**src/rtl/stream_mux_arb.sv**
```systemverilog
// stream_mux_arb: N-channel, W-bit valid/ready stream multiplexer with a
// single registered output stage. Channel choice is either an explicit
// select (mode=0) or round-robin over the valid inputs (mode=1).
module stream_mux_arb #(
    parameter int WIDTH    = 8,
    parameter int CHANNELS = 4,
    parameter int SEL_W    = $clog2(CHANNELS)
) (
    input  logic                      clk,
    input  logic                      rst_n,
    input  logic                      mode,
    input  logic [SEL_W-1:0]          sel,
    input  logic [CHANNELS-1:0]       in_valid,
    input  logic [CHANNELS*WIDTH-1:0] in_data,
    output logic [CHANNELS-1:0]       in_ready,
    output logic                      out_valid,
    output logic [WIDTH-1:0]          out_data,
    output logic [SEL_W-1:0]          out_chan,
    input  logic                      out_ready
);

    // Highest legal channel index and the channel count, widened by one bit
    // so an out-of-range select can be detected without truncation.
    localparam logic [SEL_W-1:0] LAST_CH = SEL_W'(CHANNELS - 1);
    localparam logic [SEL_W:0]   NUM_CH  = (SEL_W + 1)'(CHANNELS);

    logic                out_valid_reg, out_valid_next;
    logic [WIDTH-1:0]    out_data_reg,  out_data_next;
    logic [SEL_W-1:0]    out_chan_reg,  out_chan_next;
    logic [SEL_W-1:0]    ptr_reg,       ptr_next;

    logic                load;
    logic                grant_ok;
    logic                xfer;
    logic [SEL_W-1:0]    grant;
    logic [SEL_W-1:0]    rr_grant;
    logic                rr_found;
    logic [CHANNELS-1:0] upper_req;
    logic [CHANNELS-1:0] ready_vec;
    logic [WIDTH-1:0]    grant_data;
    logic [WIDTH-1:0]    chan_data [CHANNELS];

    // The output register can accept a word when empty or being drained.
    assign load = !out_valid_reg || out_ready;

    // Per-channel data slices, requests at/above the pointer, and the
    // one-hot ready vector (forced low while reset is held).
    generate
        for (genvar gi = 0; gi < CHANNELS; gi++) begin : g_chan
            assign chan_data[gi]  = in_data[gi*WIDTH +: WIDTH];
            assign upper_req[gi]  = in_valid[gi] && (SEL_W'(gi) >= ptr_reg);
            assign ready_vec[gi]  = rst_n && load && grant_ok && (grant == SEL_W'(gi));
        end
    endgenerate

    // Round-robin pick: lowest valid channel at/above ptr, otherwise wrap to
    // the lowest valid channel overall.
    always_comb begin
        rr_found = 1'b0;
        rr_grant = '0;
        for (int i = CHANNELS - 1; i >= 0; i--) begin
            if (in_valid[i]) begin
                rr_found = 1'b1;
                rr_grant = SEL_W'(i);
            end
        end
        for (int i = CHANNELS - 1; i >= 0; i--) begin
            if (upper_req[i]) begin
                rr_grant = SEL_W'(i);
            end
        end
    end

    // Final grant: explicit select (may be out of range) or arbiter result.
    always_comb begin
        grant    = mode ? rr_grant : sel;
        grant_ok = mode ? rr_found : ({1'b0, sel} < NUM_CH);
    end

    // Word of the granted channel; zero when the grant is out of range.
    always_comb begin
        grant_data = '0;
        for (int i = 0; i < CHANNELS; i++) begin
            if (grant == SEL_W'(i)) begin
                grant_data = chan_data[i];
            end
        end
    end

    assign in_ready = ready_vec;
    assign xfer     = |(ready_vec & in_valid);

    // Next state: refill or drain the output register, advance the pointer
    // past the served channel on round-robin transfers.
    always_comb begin
        out_valid_next = out_valid_reg;
        out_data_next  = out_data_reg;
        out_chan_next  = out_chan_reg;
        ptr_next       = ptr_reg;
        if (load) begin
            out_valid_next = xfer;
        end
        if (xfer) begin
            out_data_next = grant_data;
            out_chan_next = grant;
            if (mode) begin
                ptr_next = (grant == LAST_CH) ? '0 : grant + 1'b1;
            end
        end
    end

    // State registers with synchronous active-low reset.
    always_ff @(posedge clk) begin
        if (!rst_n) begin
            out_valid_reg <= 1'b0;
            out_data_reg  <= '0;
            out_chan_reg  <= '0;
            ptr_reg       <= '0;
        end else begin
            out_valid_reg <= out_valid_next;
            out_data_reg  <= out_data_next;
            out_chan_reg  <= out_chan_next;
            ptr_reg       <= ptr_next;
        end
    end

    assign out_valid = out_valid_reg;
    assign out_data  = out_data_reg;
    assign out_chan  = out_chan_reg;

endmodule

```
**config.mk**
```make
export PLATFORM = sky130hd
export DESIGN_NAME = stream_mux_arb
export DESIGN_NICKNAME = d
export VERILOG_FILES = /design/src/rtl/stream_mux_arb.sv
export SDC_FILE = /design/constraint.sdc
export NUM_CORES = 1
export LEC_CHECK = 0
export CAP_MARGIN = 20
export CORE_MARGIN = 5
export CORE_UTILIZATION = 34
export DETAILED_ROUTE_END_ITERATION = 7
export PLACE_DENSITY_LB_ADDON = 0.12
export SYNTH_ARGS = -nofsm -noshare
export SYNTH_HDL_FRONTEND = slang
export SYNTH_SLANG_ARGS = --single-unit
```
**constraint.sdc**
```tcl
create_clock -name clk -period 2.7 [get_ports clk]
set_clock_uncertainty 0.15 [all_clocks]
set_input_delay 0.54 -clock clk [delete_from_list [all_inputs] [get_ports clk]]
set_output_delay 0.54 -clock clk [all_outputs]
set_load 0.05 [all_outputs]
```
Word-level counts from Yosys, hierarchy flattened
Index checks and enable logic that the tools add are counted.
{"block": "op_classes", "n_reduce_logical": 15, "magnitude_cmp": 4, "bitwise": 1, "n_eq_ne": 3, "muxes": 19, "add_sub_neg": 1}
{"op": "$mux W8", "n": 4}
{"op": "$mux W2", "n": 10}
{"op": "$logic_and A1 B1 Y1", "n": 10}
{"op": "$mux W1", "n": 5}
{"op": "$and A4 B4 Y4", "n": 1}
{"op": "$eq A2 B2 Y1 const B", "n": 2}
{"op": "$ge A1 B2 Y1 const A", "n": 2}
{"op": "$ge A2 B2 Y1 const A", "n": 2}
{"op": "$reduce_or A4 Y1", "n": 1}
{"op": "$add A2 B1 Y2 const B", "n": 1}
{"op": "$eq A2 B1 Y1 const B", "n": 1}
{"op": "$logic_not A2 Y1", "n": 1}
{"op": "$reduce_and A2 Y1", "n": 1}
{"op": "$logic_not A1 Y1", "n": 1}
{"op": "$logic_or A1 B1 Y1", "n": 1}
{"block": "word_totals", "reg_bits": 13, "input_bits": 42}

Depth between registers and ports, before layout
Gate-level depths: netlist of the first run.
{"block": "depth", "depth_word": 14, "depth_mapped": 12}

Worst setup path after synthesis of the first run
No wires, ideal clock.
{"block": "synth_timing", "path_type": "input to output", "from": "in mode", "to": "out in_ready[3]", "slack_ps": -380, "cell_stages": 7, "n_path_buf": 3, "arrival_ps": 2390, "cell_sequence": "clkbuf_1 -> o221ai_1 -> o21ai_0 -> ha_1 -> clkbuf_1 -> clkbuf_1 -> and2_1"}
{"block": "synth_via", "elab_chain_len": 3, "elab_cells_between_ends": 5, "cone_classes": "eq/ne (1); mux (2); reduce/logical (2)"}
{"item": "start, declared", "line": "11", "rtl": "input logic mode,"}
{"item": "$mux W2", "line": "76", "rtl": "grant = mode ? rr_grant : sel;"}
{"item": "via grant[0]", "line": "35", "rtl": "logic [SEL_W-1:0] grant;"}
{"item": "$eq A2 B2 Y1", "line": "52", "rtl": "assign ready_vec[gi] = rst_n && load && grant_ok && (grant == SEL_W'(gi));"}
{"item": "$logic_and A1 B1 Y1", "line": "52"}
{"item": "end, declared", "line": "15", "rtl": "output logic [CHANNELS-1:0] in_ready,"}
The timed path passes the listed nets, and every way through them passes these cells.

Worst setup path after layout of the first run
{"block": "layout_timing", "from": "in in_valid[1]", "to": "out in_ready[1]"}
{"block": "layout_via", "elab_chain_len": 9, "elab_cells_between_ends": 14, "cone_classes": "eq/ne (1); mux (10); reduce/logical (3)"}
{"item": "start, declared", "line": "13", "rtl": "input logic [CHANNELS-1:0] in_valid,"}
{"item": "$mux W2 (2 in series)", "line": "62", "rtl": "if (in_valid[i]) begin"}
{"item": "$mux W2 (4 in series)", "line": "68", "rtl": "if (upper_req[i]) begin"}
{"item": "$mux W2", "line": "76"}
{"item": "$eq A2 B1 Y1", "line": "52"}
{"item": "$logic_and A1 B1 Y1 (*)", "line": "52"}
Mark *: on every way between the ends. The rest lies on a longest branch, timed or not.

==> summary.txt, run 1 <==
Finish
  • Most common cell after layout, fill and taps aside: clkdlybuf4s50_1
  • Largest register FFs: 8
  • Commonest non-fill, non-tap cells in the layout: 47 x clkdlybuf4s50_1, 20 x buf_4, 13 x dfxtp_1
  • Final Util: 64.7%
  • Share of cells above drive strength 1: 28.4%
  • P&R area growth vs syn: 81.6%
  • Fin cells: about 230
  • Post-Layout Inst Area: 1790 um^2
  • Final net count: 241
  • Diode count: 0

CTS
  • Clock sinks: 13
  • Total CTS buffers: 3
  • H-tree depth: 1
  • CTS tree: done
  • Root buffer cell: clkbuf_4
  • Clk_lat worst skew: 0.28 ns
  • Clk pin slew, worst setup/hold paths: around 0.080 ns
  • Clock Tree Buf Depth: 2

Setup path
  • Worst reg2reg setup slack: around 0.19 ns
  • Worst reg2reg path startpoint: ptr_reg[1]
  • FF-to-FF path depth: 9
  • Startpoint types: input pin
  • Worst path max stage delay: approximately 0.56 ns
  • CP Capture Type: primary output
  • CP max FO: 6
  • Crit path buffers/inverters: 2
  • Levels on crit path: 5
  • Worst EP arrival: 1.96 ns
  • CP Class: in -> out
  • Worst reg2reg path endpoint: out_data[3]
  • Critical path, cell by cell: dlygate4sd2_1 -> or4_4 -> o211a_4 -> and2_4 -> buf_12
  • Critical path data required time: around 2 ns
  • Delay-heaviest family, CP: simple AND/OR/NAND/NOR gates
  • CP max-delay cell: or4_4

Synthesis
  • Post-synth ARST share: 0%
  • Synth top area cells: dfxtp_1 26%, o221a_2 10%, a221oi_1 7.1%, a21oi_1 6.1%, nand3b_1 6.1%
  • Synth Instances: between 100 and 150
  • Post-Syn Area: between 900 and 1000 um^2
  • Number of synthesized flops with an enable pin: 0
  • Synth area leader: dfxtp_1
  • Synth Area in Compound Gates: between 30% and 40%
  • Syn nets: 172
  • Largest family of logic cells by synthesized area: compound AO/OA/AOI/OAI gates
  • Predominant post-synthesis flop cell: dfxtp_1
  • Synth Area in Adders: 5.09%
  • Seq/Total Area, Yosys: a little over a quarter
  • Synth Area in XOR/XNOR: 0%
  • Yosys cell types: 29
  • Post-Synth Simple-Gate Area: between 20 and 25%
  • #FFs+latches synth: 13
  • Mux contribution to synthesized area: roughly 1.0%
  • Mean Syn Cell Area: around 8 um^2
  • Synth top area share: a little over a quarter
  • Ys Warns: 0

Detailed routing
  • Vias per inst: 5.43
  • DR vias: ~1200
  • Drt pass-1 iters: 4
  • Per-cell routed wire length: 15.8 um
  • Remaining DRCs: 0
  • Routed WL: roughly 3500 um
  • Final ANT Viol Nets: 0
  • DRT iter0 DRCs: 69

Timing
  • Final period utilization: 98.0%
  • Fmax: 378 MHz
  • Least-Margin Pin Slew: 0.512 ns
  • Tmin final: ~2.6 ns
  • Hold_ws: approximately 0.38 ns
  • # setup viols final: 0
  • Final Max Slew Viols: 0
  • Endpoints failing hold: 0
  • Slew headroom: about two thirds

Floorplanning
  • Top-Level Pins: 57
  • Core footprint: approximately 2800 um^2
  • Die H: between 60 and 70 um
  • Initial Utilization: between 30% and 40%
  • Row Count: 19
  • Die area: approximately 4000 um^2
  • Die Wd: 63.8 um

Place
  • Placed cell area: ~1700 um^2
  • Dpl cells: around 220
  • DP HPWL: approximately 2700 um
  • Number of port buffers: 56
  • Global placement routability congestion: 0.817

Job
  • Max cap viols: 0

Min path
  • Min-Delay Endpoint: out_chan[1]
  • Hold/Removal Path Class: reg -> reg
  • HP Start: out_chan[1]
  • WHS Path Cells: 2

GRT
  • GRT overflow: 0
  • Largest net degree at the start of global routing: 17
  • First-pass GRT wire length: ~5700 um
  • GR Util All Layers: ~17%
  • Number of global-route vias before repair: about 1300
  • Initial antenna violation count: 0

Pwr
  • Cell Pwr Density: 416 nW/um^2
  • Worst IR Drop VDD: 0.000423 V
  • Leakage power: around 0.72 nW

Run status
  • Outcome: finished, final reports clean
==> per-stage QoR <==
stage                     power, mW  setup WS (ns)  TNS [ns]
after floorplan               0.439         0.0209         0
after global routing          0.781        -0.0147   -0.0175
after detailed placement      0.606         -0.460     -6.59
after CTS                     0.736        0.00311         0
final                         0.743         0.0545         0
after global placement        0.602         -0.360     -5.09
==> layer usage <==
| layer | up-vias | global-route usage (%) | wire (um) |
|---|---|---|---|
| met3 | 10 | 5.78 | 201 |
| met4 | 0 | 5.45 | 99 |
| met1 | 564 | 18.4 | 1390 |
| met2 | 42 | 30.7 | 1850 |
| met5 | - | 0 | 0 |
| li1 | 606 | - | - |
==> worst register-to-register path, cell delays in order (launching register included) <==
cell,delay (ns)
dfxtp_1,0.43
mux2i_2,0.28
o221ai_2,0.15
o21ai_2,0.22
ha_2,0.26
buf_4,0.12
buf_4,0.15
a21oi_1,0.08
a221oi_1,0.37
o221a_2,0.26
==> cell type report <==
class	instances	area, um^2
fillers	249	972
clock buffers	4	26.3
well taps	31	38.8
inverters	13	48.8
multi-input cells	88	674
flip-flops and latches	13	260
repair buffers	76	737
==> timing repair <==
action | 4_1_cts | 5_1_grt
pin swaps | 2 | 3
setup endpoints to repair | 16 | 5
gates resized for setup | 16 | 8
setup buffers | 0 | 3
hold buffers | 0 | 0
==> cells by family (layout without fill, tap and decap cells) <==
| group | after synthesis | in the layout |
|---|---|---|
| AND/OR/NAND/NOR | 41 | 41 |
| multiplexers | 1 | 1 |
| AO/OA/AOI/OAI | 42 | 42 |
| flip-flops | 13 | 13 |
| adder cells (fa/ha/maj) | 4 | 4 |
| buffers and inverters | 25 | 93 |
==> power by group <==
group / switching [mW] / total [mW] / internal, mW
clock network: 0.0654 / 0.123 / 0.0573
registers: 0.0121 / 0.224 / 0.212
logic: 0.203 / 0.396 / 0.194
total: 0.280 / 0.743 / 0.463
==> synthesized netlist by cell type (all sizes together) (2+ instances only) <==
master,count
o21ai,2
clkbuf,10
nand3b,8
dfxtp,13
nand3,9
nor2b,2
and2,5
a21oi,12
a31oi,2
o221a,9
buf,2
a22oi,2
nand2,12
inv,13
a221oi,8
nand2b,2
ha,4
==> worst max-delay path by stage <==
stage	from	endpoint	slack, ns
after floorplan	in_valid[1]	in_ready[0]	0.02
after global placement	in_valid[0]	out_data[3]	-0.36
after detailed placement	in_valid[0]	out_data[3]	-0.46
after CTS	in_valid[0]	in_ready[1]	0.003
after global routing	in_valid[1]	in_ready[0]	-0.01
final	in_valid[1]	in_ready[1]	0.05
Note: power is estimated with default switching activity, not from simulation.
==> run 2, diff against run 1 <==
CORE_UTILIZATION = 40   (was 34)
TNS_END_PERCENT = 20   (was not set)
clock period = 3.3 ns   (was 2.7 ns; I/O delays follow)
==> summary.txt, run 2 (same netlist as run 1, synthesis figures left out) <==
GRT
  • Number of global-route vias before repair: 1154
  • Largest net degree at the start of global routing: 17
  • Initial antenna violation count: 0
  • GR Util All Layers: about a fifth
  • First-pass GRT wire length: 5330 um
  • GRT overflow: 0

Finish
  • Share of cells above drive strength 1: between 10% and 20%
  • P&R area growth vs syn: 73.9%
  • Fin cells: about 220
  • Multi-input logic area: 644 um^2
  • Diode count: 0
  • Post-Layout Inst Area: around 1700 um^2
  • Most common cell after layout, fill and taps aside: clkdlybuf4s50_1
  • Reg area: roughly 260 um^2
  • Final Util: 71.0%
  • Final net count: about 230
  • FILL cells: 197
  • Commonest non-fill, non-tap cells in the layout: 51 x clkdlybuf4s50_1, 13 x inv_1, 13 x dfxtp_1
  • Largest register FFs: 8

Timing
  • Tmin final: about 3.2 ns
  • # setup viols final: 0
  • Final Max Slew Viols: 0
  • Slew headroom: 65.7%
  • Fmax: a little over 300 MHz
  • Final period utilization: slightly below 100%
  • Endpoints failing hold: 0
  • Least-Margin Pin Slew: a little over 0.5 ns

CTS
  • Clock sinks: 13
  • Clock Tree Buf Depth: 2
  • Root buffer cell: clkbuf_4
  • Post-CTS Setup Bufs: 0
  • H-tree depth: 1
  • Hold Buf Count CTS: 0
  • Clk_lat worst skew: approximately 0.28 ns
  • Total CTS buffers: 3
  • CTS tree: done
  • Clk pin slew, worst setup/hold paths: ~0.08 ns

Floorplanning
  • Initial Utilization: roughly 40%
  • Top-Level Pins: 57
  • Die Wd: roughly 60 um
  • Core footprint: between 2000 and 2500 um^2
  • Die area: around 3600 um^2
  • Row Count: 18
  • Die H: roughly 60 um

Job
  • Max cap viols: 0

Setup path
  • CP Capture Type: primary output
  • Critical path data required time: between 2 and 2.5 ns
  • CP Class: in -> out
  • Worst EP arrival: approximately 2.4 ns
  • Startpoint types: input pin
  • CP max FO: 6

Place
  • Number of port buffers: 56
  • Global placement routability congestion: 0.848
  • DP HPWL: 2620 um
  • Placed cell area: around 1700 um^2
  • Dpl cells: about 210

Detailed routing
  • Drt pass-1 iters: 4
  • DR vias: ~1200
  • Per-cell routed wire length: 15.4 um
  • Remaining DRCs: 0
  • Final ANT Viol Nets: 0
  • Vias per inst: 5.66
  • DRT iter0 DRCs: 55
  • Routed WL: between 3000 and 4000 um

Run status
  • Outcome: finished, final reports clean

Pwr
  • Leakage power: approximately 0.7 nW
  • Cell Pwr Density: ~350 nW/um^2
  • Worst IR Drop VDD: between 0.0002 and 0.00025 V

Min path
  • Hold/Removal Path Class: reg -> reg
==> run 2: changes by cell type in the layout (fill, tap and decap cells not counted), sizes merged <==
cell,delta
clkbuf,-2
dlygate4sd2,-3
dlymetal6s2s,+1
buf,-8
clkdlybuf4s50,+4
==> run 2: final timing paths <==
check / endpoint / cells past startpoint / slack, ns / start
worst max register to register: ptr_reg[1] / 10 / 0.85 / ptr_reg[1]
worst min-delay path: out_chan[1] / 2 / 0.39 / out_chan[1]
worst max-delay path: in_ready[3] / 8 / 0.06 / in_valid[0]
worst min register to register: out_chan[1] / 2 / 0.39 / out_chan[1]
==> run 2: power breakdown <==
| part | total, mW | switching [mW] | internal, mW |
|---|---|---|---|
| registers | 0.182 | 0.00907 | 0.173 |
| clock network | 0.0995 | 0.0526 | 0.0469 |
| logic | 0.313 | 0.164 | 0.150 |
==> run 2: timing repair <==
| item | in CTS | in global routing |
|---|---|---|
| setup endpoints to repair | 4 | 4 |
| endpoints found under the hold margin | 0 | 0 |
| gates resized for setup | 2 | 7 |
| gates cloned | 0 | 0 |
==> run 2: critical path, cell delays in order <==
cell and delay (ns):
clkdlybuf4s50_1 0.56, o211ai_1 0.11, a21o_1 0.23, a31oi_4 0.21, inv_1 0.09, ha_1 0.22, and2_2 0.21, buf_12 0.15
==> run 2: stage by stage <==
stage / total power, mW / TNS, ns / setup slack (ns) / hold slack [ns]
2_1_floorplan: 0.357 / 0 / 0.0969 / 0.391
3_3_place_gp: 0.485 / 0 / 0.0302 / 0.345
3_5_place_dp: 0.490 / -0.0663 / -0.0340 / 0.355
4_1_cts: 0.588 / 0 / 0.00344 / 0.367
5_1_grt: 0.624 / -0.0344 / -0.0245 / 0.400
6_report: 0.595 / 0 / 0.0621 / 0.388
==> run 2: layout make-up <==
type                       count  area share, %
multi-input combinational     88           37.7
sequential                    13           15.2
inverter                      13           2.85
tap                           30           2.19
clock buffer                   4           1.54
timing repair buffer          68           40.5
==> run 2: layer usage <==
metal / vias up / GRT usage, % / share of wire, %
met5: - / 0 / 0
met4: 0 / 8.54 / 2.0
met2: 46 / 32.4 / 48
met1: 584 / 25.8 / 43
li1: 586 / - / -
met3: 6 / 2.40 / 7.0
